**src/rtl/crossbar_weight_loader_if.sv**
```systemverilog
// Bus bundles for crossbar_weight_loader: the packed-weight input stream and
// the single-cycle cell-programming port toward the crossbar controller.
interface weight_stream_if #(parameter int WPB = 8);
  logic               s_valid;
  logic [3*WPB-1:0]   s_data;
  logic               s_ready;

  modport master (output s_valid, output s_data, input s_ready);
  modport slave  (input s_valid, input s_data, output s_ready);
endinterface

interface cell_write_if #(parameter int IDX_W = 8);
  logic             ctrl_ready;
  logic [IDX_W-1:0] write_row;
  logic [IDX_W-1:0] write_col;
  logic [2:0]       write_data;
  logic             write_enable;

  modport master (output write_row, output write_col, output write_data,
                  output write_enable, input ctrl_ready);
  modport slave  (input write_row, input write_col, input write_data,
                  input write_enable, output ctrl_ready);
endinterface

```
**src/rtl/crossbar_weight_loader.sv**
```systemverilog
// Raster-scan crossbar cell programmer fed by packed pentary weight beats.
// Optional CROSSBAR_LOADER_SKIP_ZERO_EN: zero cells are skipped and counted on skip_count.
module crossbar_weight_loader #(
  parameter int ROWS  = 256,
  parameter int COLS  = 256,
  parameter int IDX_W = 8,
  parameter int WPB   = 8
) (
  input  logic             clk,
  input  logic             reset,
  input  logic             start,
  input  logic [IDX_W-1:0] start_row,
  input  logic [IDX_W:0]   row_count,
  weight_stream_if.slave   stream,
  cell_write_if.master     wr,
  output logic             busy,
  output logic             done,
  output logic             err,
  output logic [7:0]       bad_code_count
`ifdef CROSSBAR_LOADER_SKIP_ZERO_EN
  ,
  output logic [15:0]      skip_count
`endif
);

  localparam int IW = (WPB > 1) ? $clog2(WPB) : 1;
  localparam logic [IDX_W-1:0] COL_LAST = IDX_W'(COLS - 1);
  localparam logic [IW-1:0]    IDX_LAST = IW'(WPB - 1);
  localparam logic [IDX_W+1:0] ROWS_LIM = (IDX_W+2)'(ROWS);

  localparam logic [2:0] S_IDLE  = 3'd0;
  localparam logic [2:0] S_FETCH = 3'd1;
  localparam logic [2:0] S_ISSUE = 3'd2;
  localparam logic [2:0] S_GAP   = 3'd3;
  localparam logic [2:0] S_FIN   = 3'd4;

  logic [2:0]       state;
  logic [IDX_W-1:0] row;
  logic [IDX_W-1:0] col;
  logic [IDX_W:0]   rows_left;
  logic [IW-1:0]    idx;
  logic [3*WPB-1:0] unpack;

  logic [2:0]       raw_code;
  logic [2:0]       code;
  logic             code_bad;
  logic             skip_cell;
  logic             take;
  logic             strobe;
  logic             advance;
  logic             last_col;
  logic             last_cell;
  logic [IDX_W+1:0] span;
  logic             reject;

  // The current cell's weight always sits in the low bits; the buffer shifts as cells retire.
  assign raw_code = unpack[2:0];
  assign code_bad = (raw_code > 3'd4);
  assign code     = code_bad ? 3'b010 : raw_code;

`ifdef CROSSBAR_LOADER_SKIP_ZERO_EN
  assign skip_cell = (code == 3'b010);
`else
  assign skip_cell = 1'b0;
`endif

  assign take      = (state == S_ISSUE) && (wr.ctrl_ready || skip_cell);
  assign strobe    = take && !skip_cell;
  assign advance   = (state == S_GAP) || (take && skip_cell);
  assign last_col  = (col == COL_LAST);
  assign last_cell = last_col && (rows_left == (IDX_W+1)'(1));

  assign span   = {2'b00, start_row} + {1'b0, row_count};
  assign reject = (row_count == '0) || (span > ROWS_LIM);

  assign busy           = (state == S_FETCH) || (state == S_ISSUE) || (state == S_GAP);
  assign stream.s_ready = (state == S_FETCH);

  // NOTE: the unpack buffer is pure datapath that is always loaded before use, so it carries no reset.
  always_ff @(posedge clk) begin
    if (state == S_FETCH && stream.s_valid) begin
      unpack <= stream.s_data;
    end else if (advance) begin
      unpack <= unpack >> 3;
    end
  end

  always_ff @(posedge clk) begin
    if (reset) begin
      state           <= S_IDLE;
      row             <= '0;
      col             <= '0;
      rows_left       <= '0;
      idx             <= '0;
      wr.write_row    <= '0;
      wr.write_col    <= '0;
      wr.write_data   <= '0;
      wr.write_enable <= 1'b0;
      done            <= 1'b0;
      err             <= 1'b0;
      bad_code_count  <= '0;
`ifdef CROSSBAR_LOADER_SKIP_ZERO_EN
      skip_count      <= '0;
`endif
    end else begin
      // NOTE: non-blocking updates; the advance block below deliberately overrides state set in the case.
      wr.write_enable <= 1'b0;
      done            <= 1'b0;

      case (state)
        S_IDLE: begin
          if (start) begin
            if (reject) begin
              err  <= 1'b1;
              done <= 1'b1;
            end else begin
              row            <= start_row;
              col            <= '0;
              rows_left      <= row_count;
              err            <= 1'b0;
              bad_code_count <= '0;
`ifdef CROSSBAR_LOADER_SKIP_ZERO_EN
              skip_count     <= '0;
`endif
              state          <= S_FETCH;
            end
          end
        end
        S_FETCH: begin
          if (stream.s_valid) begin
            idx   <= '0;
            state <= S_ISSUE;
          end
        end
        S_ISSUE: begin
          if (strobe) begin
            wr.write_enable <= 1'b1;
            wr.write_row    <= row;
            wr.write_col    <= col;
            wr.write_data   <= code;
            state           <= S_GAP;
          end
        end
        S_GAP:   ;
        S_FIN:   state <= S_IDLE;
        default: state <= S_IDLE;
      endcase

      if (take && code_bad) begin
        err <= 1'b1;
        if (bad_code_count != 8'hFF) bad_code_count <= bad_code_count + 8'd1;
      end

`ifdef CROSSBAR_LOADER_SKIP_ZERO_EN
      if (take && skip_cell) skip_count <= skip_count + 16'd1;
`endif

      if (advance) begin
        if (last_col) begin
          col       <= '0;
          row       <= row + 1'b1;
          rows_left <= rows_left - 1'b1;
        end else begin
          col <= col + 1'b1;
        end
        idx <= idx + 1'b1;
        if (last_cell) begin
          state <= S_FIN;
          done  <= 1'b1;
        end else if (idx == IDX_LAST) begin
          state <= S_FETCH;
        end else begin
          state <= S_ISSUE;
        end
      end
    end
  end

endmodule

```
**src/flat_wrapper.sv**
```systemverilog
// flat-port wrapper written by rule: the top's interface ports become plain ports
module crossbar_weight_loader_flat 
#(
  parameter int ROWS  = 256,
  parameter int COLS  = 256,
  parameter int IDX_W = 8,
  parameter int WPB   = 8
)
  (clk, reset, start, start_row, row_count, busy, done, err, bad_code_count, stream_s_valid, stream_s_data, stream_s_ready, wr_write_row, wr_write_col, wr_write_data, wr_write_enable, wr_ctrl_ready);
  weight_stream_if #(.WPB(WPB)) stream_i ();
  cell_write_if #(.IDX_W(IDX_W)) wr_i ();
  input  logic clk;
  input  logic reset;
  input  logic start;
  input  logic [IDX_W-1:0] start_row;
  input  logic [IDX_W:0] row_count;
  output logic busy;
  output logic done;
  output logic err;
  output logic [7:0] bad_code_count;
  input wire logic [$bits(stream_i.s_valid)-1:0] stream_s_valid;
  input wire logic [$bits(stream_i.s_data)-1:0] stream_s_data;
  output wire logic [$bits(stream_i.s_ready)-1:0] stream_s_ready;
  output wire logic [$bits(wr_i.write_row)-1:0] wr_write_row;
  output wire logic [$bits(wr_i.write_col)-1:0] wr_write_col;
  output wire logic [$bits(wr_i.write_data)-1:0] wr_write_data;
  output wire logic [$bits(wr_i.write_enable)-1:0] wr_write_enable;
  input wire logic [$bits(wr_i.ctrl_ready)-1:0] wr_ctrl_ready;
  assign stream_i.s_valid = stream_s_valid;
  assign stream_i.s_data = stream_s_data;
  assign stream_s_ready = stream_i.s_ready;
  assign wr_write_row = wr_i.write_row;
  assign wr_write_col = wr_i.write_col;
  assign wr_write_data = wr_i.write_data;
  assign wr_write_enable = wr_i.write_enable;
  assign wr_i.ctrl_ready = wr_ctrl_ready;
  crossbar_weight_loader #(.ROWS(ROWS), .COLS(COLS), .IDX_W(IDX_W), .WPB(WPB)) u_core (.clk(clk), .reset(reset), .start(start), .start_row(start_row), .row_count(row_count), .stream(stream_i), .wr(wr_i), .busy(busy), .done(done), .err(err), .bad_code_count(bad_code_count));
endmodule
```
**config.mk**
```make
export PLATFORM = sky130hd
export DESIGN_NAME = crossbar_weight_loader_flat
export DESIGN_NICKNAME = d
export VERILOG_FILES = /design/src/rtl/crossbar_weight_loader_if.sv /design/src/rtl/crossbar_weight_loader.sv /design/src/flat_wrapper.sv
export SDC_FILE = /design/constraint.sdc
export NUM_CORES = 1
export LEC_CHECK = 0
export ABC_AREA = 1
export CAP_MARGIN = 5
export CORE_ASPECT_RATIO = 1.2
export CORE_UTILIZATION = 55
export CTS_CLUSTER_DIAMETER = 50
export CTS_CLUSTER_SIZE = 20
export DETAILED_ROUTE_END_ITERATION = 8
export PLACE_DENSITY = 0.87
export SYNTH_ARGS = -nofsm -noshare
export SYNTH_HDL_FRONTEND = slang
export SYNTH_SLANG_ARGS = --single-unit
```
**constraint.sdc**
```tcl
create_clock -name clk -period 3.6 [get_ports clk]
set_input_delay 0.54 -clock clk [delete_from_list [all_inputs] [get_ports clk]]
set_output_delay 0.54 -clock clk [all_outputs]
set_load 0.1 [all_outputs]
```
==> flow_summary_export.csv, run 1 <==
group,metric,value,unit
timing,finalCriticalPeriod,2.93,ns
die,rows,35,
setup_path,worstPathArrival,3.15,ns
layout,multi_input_area,2180,µm²
layout,antennaDiodeCount,0,
flow_run,max_cap_viol_count,0,
timing,grt_setup_unrepaired,"false",
layout,fill_cells,616,
timing,maxClockFrequency,342,MHz
die,core_area,7840,µm²
cts,tritoncts,"yes",
cts,postCtsSetupBuffers,0,
layout,regArea,1940,µm²
timing,relSlewSlack,0.344,
timing,post-route-period-util,0.813,
pwr,max-vdd-ir-drop,289,µV
global_routing,grt_usage,0.257,
global_routing,grt_overflow_total,0,
synthesis,yosysTopAreaCell,"dfxtp_1",
setup_path,crit_chain,"clkdlybuf4s50_1 > ha_1 > inv_1 > fa_1 > inv_1 > nand2_1 > nand2_1 > nand3_1 > nand2_1 > nand3_1 > nor2_1 > nand2_1 > nand2_2 > nand3_4 > nand2_1 > inv_1 > nand2_1 > a21oi_1",
pwr,p_comb_frac,0.247,
cts,cts_max_path_buffers,2,
routing,wire_per_inst,13.2,µm
cts,root_buffer,"clkbuf_8",
placed_design,portBuffers,77,
global_routing,grt_max_degree,34,
layout,final_area,5550,µm²
status,violations,"DRC",
setup_path,path_class,"in -> reg",
pwr,pwr-share-clk,0.287,
worst_hold_path,min_path_type,"reg -> reg",
synthesis,ys_types,34,
layout,nets,765,
routing,route.antenna.remaining_nets,0,
cts,cts_hold_buf,0,
timing,setup_tns,0,ns
synthesis,synth_area,4520,µm²
routing,wirelength,10600,µm
synthesis,netlist_instances,629,
setup_path,end_kind,"flop",
timing,drv_slew,0,
cts,clock-sinks,85,
status,status,"complete, but fails checks",
global_routing,grt_pass1_wl,17900,µm
timing,setup_ws,0.672,ns
die,pin_count,78,
synthesis,yosysSeqAreaShare,0.429,
placed_design,gp_congestion,0.868,
layout,area_growth,22.7,%
pwr,p_int,1.56,mW
die,fp.dieW,84.8,µm
cts,worstSkewPairLatency,0.35,ns
timing,final_hold_viol_count,0,
synthesis,netlist_top_cells_area,"dfxtp_1, edfxtp_1, nand2_1",
routing,route.detailed.drc,3,
routing,drt-initial-drc-count,199,
global_routing,antenna_found_initial,0,
setup_path,critPathSlowestCell,"clkdlybuf4s50_1",
placed_design,place_hpwl,7620,µm
setup_path,slowest_delay,0.50,ns
timing,fin_skew,0.0163,ns
die,die_area,8590,µm²
pwr,power_density,417,nW/µm²
pwr,p_seq_frac,0.466,
cts,cts_buffers,9,
pwr,leakage,2.55,nW
timing,finalSetupViolCount,0,
setup_path,crit_top_cell,"nand2_1",
die,start_util,0.577,
setup_path,required,3.83,ns
layout,drive_above_1_share,0.0593,
cts,htreeDepth,3,
routing,vias_per_cell,5.36,
synthesis,yosysTopAreaCellShare,0.270,
synthesis,syn_nets,691,
synthesis,synth.avg_cell_area,7.19,µm²
cts,cts_resized,0,
pwr,switchingPower,0.755,mW
global_routing,first_global_vias,4257,
pwr,p_sw_frac,0.326,
synthesis,ys_warn_count,0,
cts,clkTransAtPathRegs,0.08,ns
synthesis,ys_seq_elements,85,
routing,dr.pass1.iters,6,
placed_design,post-place-ws,0.345,ns
setup_path,crit_fanout,25,
routing,vias,4290,
placed_design,post_dp_cell_area,5360,µm²
die,die_h,101,µm
timing,worst_pin_slew,0.981,ns
setup_path,crit_path_start_kind,"primary input",
==> cells in the mapped netlist <==
| library cell | number |
|---|---|
| inv_1 | 76 |
| nor4_1 | 2 |
| nand3_4 | 1 |
| or2_2 | 3 |
| a21oi_1 | 47 |
| buf_6 | 1 |
| xor2_1 | 11 |
| buf_4 | 1 |
| buf_1 | 1 |
| inv_2 | 6 |
| nand2_2 | 1 |
| nand3_2 | 1 |
| nand2_1 | 180 |
| o21ai_1 | 3 |
| buf_2 | 5 |
| xnor2_1 | 5 |
| nand4_1 | 12 |
| nor2_4 | 2 |
| o41ai_1 | 1 |
| clkbuf_1 | 13 |
| nand3_1 | 42 |
| edfxtp_1 | 24 |
| o21bai_1 | 2 |
| ha_1 | 15 |
| a21oi_2 | 2 |
| nor3_1 | 2 |
| nand3b_1 | 2 |
| or2_4 | 1 |
| a31oi_1 | 1 |
| dfxtp_1 | 61 |
| nor2_2 | 3 |
| fa_1 | 1 |
| o21ai_0 | 40 |
| nor2_1 | 61 |
==> state kept, by name, summed over array words and instances, names as in the netlist, 3 cells and up <==
signal / cells
u_core.wr.write_data: 3
u_core.row: 8
u_core.state: 3
u_core.wr.write_row: 8
u_core.unpack: 24
u_core.wr.write_col: 8
u_core.idx: 3
u_core.bad_code_count: 8
u_core.rows_left: 9
u_core.col: 8
==> metal layers <==
layer  GRT usage  share of wire  vias up
met1       0.288           0.42     1964
met3      0.0587          0.048       26
met4       0.113          0.022        0
met2       0.470           0.51      129
met5           0              0        -
li1            -              -     2171
==> path summary, 6_finish.rpt <==
path | startpoint | endpoint | slack [ns] | cells after the start
setup / recovery | row_count[0] | u_core.col[4] | 0.67 | 18
hold reg to reg | u_core.idx[0] | u_core.idx[0] | 0.47 | 1
setup reg to reg | u_core.col[0] | u_core.rows_left[7] | 1.12 | 13
hold / removal | u_core.idx[0] | u_core.idx[0] | 0.47 | 1
==> critical path, delay by kind of cell <==
kind                     cells  cell delay (ns)
AND/OR/NAND/NOR             11             1.18
buffers and inverters        4             0.76
AO/OA/AOI/OAI                1             0.07
adder cells (fa/ha/maj)      2             0.59
==> layout make-up <==
cell class              count  share of cell area
well taps                  92              0.0207
flip-flops and latches     85               0.350
repair buffers             84               0.147
inverters                  82              0.0555
multi-input cells         441               0.392
clock buffers              10              0.0230
clock inverters             6              0.0111
==> cell families after synthesis <==
family                   after synthesis  synth area share
flip-flops                            85             0.429
AO/OA/AOI/OAI                         96             0.110
XOR/XNOR                              16            0.0310
buffers and inverters                103            0.0894
AND/OR/NAND/NOR                      313             0.294
adder cells (fa/ha/maj)               16            0.0459
==> cells in the final DEF, fill, tap and decap left out, drive strengths merged, types with 5 or more instances in the layout <==
master         instances
dfxtp                 61
nand3                 44
inv                   84
edfxtp                24
buf                    9
xor2                  11
a21oi                 49
xnor2                  5
ha                    15
clkdlybuf4s50         75
nand2                181
clkbuf                10
o21ai                 43
nand4                 12
nor2                  66
==> per-stage QoR <==
| step | utilization | instances | hold WS (ns) | power (mW) |
|---|---|---|---|---|
| CTS | 0.708 | 800 | 0.472 | 2.32 |
| global route | 0.708 | 800 | 0.498 | 2.43 |
| global placement | 0.684 | 784 | 0.451 | 1.65 |
| finish | 0.708 | 800 | 0.467 | 2.31 |
| detailed placement | 0.684 | 784 | 0.458 | 1.66 |
| floorplan | - | 629 | 0.433 | 1.50 |
==> power by group through the flow <==
stage | registers, mW | clock network (mW) | logic [mW]
finish | 1.08 | 0.664 | 0.572
global route | 1.08 | 0.715 | 0.631
CTS | 1.08 | 0.672 | 0.570
detailed placement | 1.10 | 0 | 0.565
global placement | 1.10 | 0 | 0.549
floorplan | 1.17 | 0 | 0.330
Note: power is estimated with default switching activity, not from simulation.
==> inputs of run 2 (changes only) <==
--- a/config.mk
+++ b/config.mk
@@ -8,11 +8,11 @@
 export ABC_AREA = 1
 export CAP_MARGIN = 5
 export CORE_ASPECT_RATIO = 1.2
-export CORE_UTILIZATION = 55
+export CORE_UTILIZATION = 48
 export CTS_CLUSTER_DIAMETER = 50
 export CTS_CLUSTER_SIZE = 20
 export DETAILED_ROUTE_END_ITERATION = 8
-export PLACE_DENSITY = 0.87
+export PLACE_DENSITY = 0.8
 export SYNTH_ARGS = -nofsm -noshare
 export SYNTH_HDL_FRONTEND = slang
 export SYNTH_SLANG_ARGS = --single-unit
==> constraint.sdc (replaced) <==
create_clock -name clk -period 2.54 [get_ports clk]
set_input_delay 0.381 -clock clk [delete_from_list [all_inputs] [get_ports clk]]
set_output_delay 0.381 -clock clk [all_outputs]
set_load 0.1 [all_outputs]
==> flow_summary_export.csv, run 2 (synthesized netlist as in run 1, its figures left out) <==
group,metric,value,unit
timing,relSlewSlack,0.747,
cts,cts_buffers,9,
timing,post-route-period-util,0.917,
cts,cts_max_path_buffers,2,
timing,worst_pin_slew,0.377,ns
setup_path,crit_fanout,6,
timing,drv_slew,0,
worst_hold_path,hp-start,"start_row[0]",
setup_path,reg2reg_depth,13,
setup_path,slowest_delay,0.48,ns
global_routing,grt_pass1_wl,18000,µm
routing,vias_per_cell,5.02,
setup_path,critPathSlowestCell,"clkdlybuf4s50_1",
worst_hold_path,min_path_cells,3,
pwr,power,3.33,mW
global_routing,grt_overflow_total,0,
die,core_area,9080,µm²
setup_path,crit_top_cell,"nand2_1",
setup_path,end_kind,"flop",
routing,route.detailed.drc,0,
die,die_h,108,µm
layout,fill_cells,774,
layout,multi_input_area,2200,µm²
cts,postCtsSetupBuffers,0,
routing,wire_per_inst,12.6,µm
pwr,power_density,575,nW/µm²
layout,largest_reg_flops,24,
setup_path,path_class,"in -> reg",
pwr,leakage,2.79,nW
global_routing,antenna_found_initial,0,
worst_hold_path,holdPathEnd,"u_core.row[0]",
flow_run,max_cap_viol_count,0,
pwr,max-vdd-ir-drop,416,µV
cts,cts_resized,0,
cts,cts_hold_buf,0,
timing,final_hold_viol_count,0,
timing,maxClockFrequency,429,MHz
cts,clock-sinks,85,
layout,regArea,1940,µm²
setup_path,r2r_slack,0.48,ns
placed_design,gp_congestion,0.849,
layout,final_area,5790,µm²
status,status,"finished clean",
setup_path,r2r-end,"u_core.rows_left[7]",
placed_design,place_hpwl,7800,µm
setup_path,reg2reg_from,"u_core.col[1]",
die,rows,38,
setup_path,crit_chain,"clkdlybuf4s50_1 > inv_1 > fa_2 > inv_1 > nand2_1 > nand2_2 > nand3_2 > nand2_1 > nand3_1 > nor2_1 > nand2_1 > nand2_2 > nand3_4 > clkbuf_16 > o21ai_1 > a21oi_1",
setup_path,worstPathArrival,2.55,ns
setup_path,crit_path_start_kind,"primary input",
cts,worstSkewPairLatency,0.35,ns
setup_path,required,2.76,ns
cts,tritoncts,"yes",
layout,top_regs,"u_core.unpack (24), u_core.rows_left (9)",
layout,mostFrequentLayoutCells,"nand2_1, inv_1, buf_4",
placed_design,portBuffers,77,
routing,route.antenna.remaining_nets,0,
layout,nets,792,
timing,grt_setup_unrepaired,"false",
layout,area_growth,28.1,%
global_routing,grt_usage,0.226,
cts,root_buffer,"clkbuf_8",
timing,fin_skew,0.0142,ns
global_routing,first_global_vias,4135,
die,start_util,0.498,
worst_hold_path,min_path_type,"in -> reg",
cts,htreeDepth,3,
layout,largest_register,"u_core.unpack",
die,die_area,9810,µm²
layout,drive_above_1_share,0.147,
routing,vias,4290,
die,fp.dieW,90.6,µm
placed_design,post_dp_cell_area,5530,µm²
routing,dr.pass1.iters,4,
layout,final_common_cell,"nand2_1",
routing,drt-initial-drc-count,307,
timing,finalSetupViolCount,0,
die,pin_count,78,
timing,finalCriticalPeriod,2.33,ns
setup_path,crit_start,"row_count[1]",
cts,clkTransAtPathRegs,0.08,ns
global_routing,grt_max_degree,34,
layout,antennaDiodeCount,0,
routing,wirelength,10700,µm
run 2: area by class of cell:
class / instances / share of cell area
Timing Repair Buffer: 111 / 0.173
Sequential cell: 85 / 0.335
Inverter: 82 / 0.0531
Tap cell: 120 / 0.0259
Clock buffer: 12 / 0.0235
Multi-Input combinational cell: 441 / 0.381
Clock inverter: 4 / 0.00864
run 2: worst max path at each step:
stage          slack (ns)  cells after the start                  endpoint
3_5_place_dp        -0.38                     19       u_core.rows_left[7]
6_report             0.21                     16       u_core.rows_left[1]
3_3_place_gp        -0.26                     19       u_core.rows_left[8]
5_1_grt              0.03                     18             u_core.row[6]
2_1_floorplan        0.05                     13  u_core.bad_code_count[5]
4_1_cts             0.003                     19       u_core.rows_left[7]
run 2: layer usage:
layer | vias up | wire (µm) | track usage
met3 | 26 | 490 | 0.0520
met4 | 0 | 263 | 0.0910
li1 | 2215 | - | -
met1 | 1946 | 4660 | 0.270
met2 | 103 | 5320 | 0.395
met5 | - | 0 | 0
run 2: where the power goes:
part,switching (mW),internal (mW)
Sequential,0.0416,1.49
Clock,0.467,0.461
Combinational,0.556,0.315
Total,1.07,2.26
run 2: per-stage QoR:
stage               std cells  hold WS (ns)  setup TNS [ns]  worst slack (ns)  utilization
finish                    855         0.377               0             0.211        0.638
global route              855         0.382               0            0.0282        0.638
CTS                       853         0.476               0           0.00321        0.629
detailed placement        837         0.463          -11.23            -0.382        0.609
global placement          837         0.444           -8.01            -0.264        0.609
floorplan                 629         0.433               0            0.0527            -
run 2: critical path, delay by kind of cell:
| kind | cells | cell delay, ns |
|---|---|---|
| compound gates | 2 | 0.22 |
| fa+ha+maj | 1 | 0.34 |
| simple gates | 9 | 0.82 |
| buf+inv | 4 | 0.79 |
==> inputs of run 3 (changes only) <==
--- a/config.mk
+++ b/config.mk
@@ -8,11 +8,11 @@
 export ABC_AREA = 1
 export CAP_MARGIN = 5
 export CORE_ASPECT_RATIO = 1.2
-export CORE_UTILIZATION = 48
+export CORE_UTILIZATION = 40
 export CTS_CLUSTER_DIAMETER = 50
 export CTS_CLUSTER_SIZE = 20
 export DETAILED_ROUTE_END_ITERATION = 8
-export PLACE_DENSITY = 0.8
+export PLACE_DENSITY = 0.7
 export SYNTH_ARGS = -nofsm -noshare
 export SYNTH_HDL_FRONTEND = slang
 export SYNTH_SLANG_ARGS = --single-unit
==> flow_summary_export.csv, run 3 (synthesized netlist as in run 1, its figures left out) <==
group,metric,value,unit
cts,cts_buffers,9,
routing,vias_per_cell,4.88,
timing,grt_setup_unrepaired,"false",
layout,utilization,0.533,
layout,nets,794,
placed_design,place_hpwl,8040,µm
die,core_area,11000,µm²
flow_run,max_cap_viol_count,0,
die,die_area,11700,µm²
routing,vias,4237,
die,pin_count,78,
pwr,power_density,619,nW/µm²
die,rows,42,
routing,wire_per_inst,12.4,µm
global_routing,grt_overflow_total,0,
cts,root_buffer,"clkbuf_16",
die,die_h,118,µm
cts,cts_max_path_buffers,2,
global_routing,first_global_vias,4065,
timing,final_hold_viol_count,0,
cts,worstSkewPairLatency,0.34,ns
layout,layout.cells.non_filler,869,
worst_hold_path,min_path_cells,3,
layout,largest_reg_flops,24,
setup_path,crit_fanout,6,
cts,tritoncts,"yes",
global_routing,antenna_found_initial,0,
timing,maxClockFrequency,428,MHz
timing,post-route-period-util,0.919,
timing,relSlewSlack,0.742,
layout,area_growth,30.1,%
setup_path,worstPathArrival,2.57,ns
placed_design,gp_congestion,0.862,
cts,clock-sinks,85,
worst_hold_path,min_path_type,"in -> reg",
die,fp.dieW,99.1,µm
pwr,leakage,2.82,nW
routing,route.antenna.remaining_nets,0,
routing,wirelength,10700,µm
setup_path,reg2reg_depth,13,
global_routing,grt_max_degree,34,
placed_design,portBuffers,77,
placed_design,dp.cells,852,
cts,htreeDepth,3,
status,status,"finished clean",
setup_path,path_class,"in -> reg",
routing,route.detailed.drc,0,
routing,dr.pass1.iters,4,
layout,largest_register,"u_core.unpack",
routing,drt-initial-drc-count,206,
setup_path,end_kind,"flop",
timing,finalSetupViolCount,0,
setup_path,crit_path_start_kind,"primary input",
layout,final_common_cell,"nand2_1",
cts,clkTransAtPathRegs,0.07,ns
layout,antennaDiodeCount,0,
layout,drive_above_1_share,0.152,
global_routing,grt_usage,0.191,
timing,worst_pin_slew,0.384,ns
pwr,max-vdd-ir-drop,384,µV
layout,top_regs,"u_core.unpack (24), u_core.rows_left (9)",
timing,drv_slew,0,
global_routing,grt_pass1_wl,18100,µm
layout,mostFrequentLayoutCells,"nand2_1, inv_1, buf_4",
timing,finalCriticalPeriod,2.33,ns
die,start_util,0.410,
setup_path,required,2.78,ns
timing,fin_skew,0.00957,ns
-- run 3: repair_timing --
action / CTS / global route
gates resized for setup: 2 / 11
pin swaps: 0 / 4
setup endpoints to repair: 4 / 36
setup buffers: 0 / 1
hold buffers: 0 / 0
-- run 3: worst max-delay path: stages --
cell and delay (ns):
clkdlybuf4s50_1 0.48, inv_1 0.07, fa_2 0.40, inv_2 0.06, nand2_2 0.05, nand2_2 0.10, nand3_1 0.07, nand2_1 0.06
nand3_1 0.07, nor2_1 0.10, nand2_1 0.07, nand2_2 0.11, nand3_4 0.12, buf_6 0.16, nand2_1 0.06, nand3_1 0.07
nand2_1 0.08, inv_1 0.05
-- run 3: power by group --
part           switching (mW)  total, mW  internal (mW)
clock                   0.579       1.25          0.675
combinational           0.550      0.858          0.308
sequential             0.0415       1.53           1.49
-- run 3: area by class of cell --
class	count	area (µm²)
clock buffer	9	225
clock inverter	7	56.3
fill	1040	5150
inverter	82	308
multi-input combinational	441	2200
sequential	85	1940
tap	132	165
timing repair buffer	113	985
-- run 3: path summary, 6_finish.rpt --
check	slack, ns	endpoint	startpoint
min	0.39	u_core.row[0]	start_row[0]
min reg2reg	0.47	u_core.col[6]	u_core.col[6]
max reg2reg	0.49	u_core.rows_left[8]	u_core.col[0]
max	0.21	u_core.row[2]	start_row[1]
-- run 3: stage by stage --
step / setup slack (ns) / instance area [µm²] / TNS [ns] / hold slack [ns] / total power [mW]
floorplan: 0.0527 / 4530 / 0 / 0.433 / 2.13
global placement: -0.266 / 5560 / -8.37 / 0.450 / 2.39
detailed placement: -0.372 / 5560 / -11.55 / 0.455 / 2.41
CTS: 0.0221 / 5850 / 0 / 0.464 / 3.66
global route: 0.00375 / 5880 / 0 / 0.417 / 3.82
finish: 0.205 / 5880 / 0 / 0.392 / 3.64
-- run 3: per-layer routing --
layer,vias up,track usage,part of all wire
met2,82,0.329,0.48
met1,1907,0.227,0.45
met5,-,0,0
met3,22,0.0402,0.043
li1,2226,-,-
met4,0,0.0836,0.030
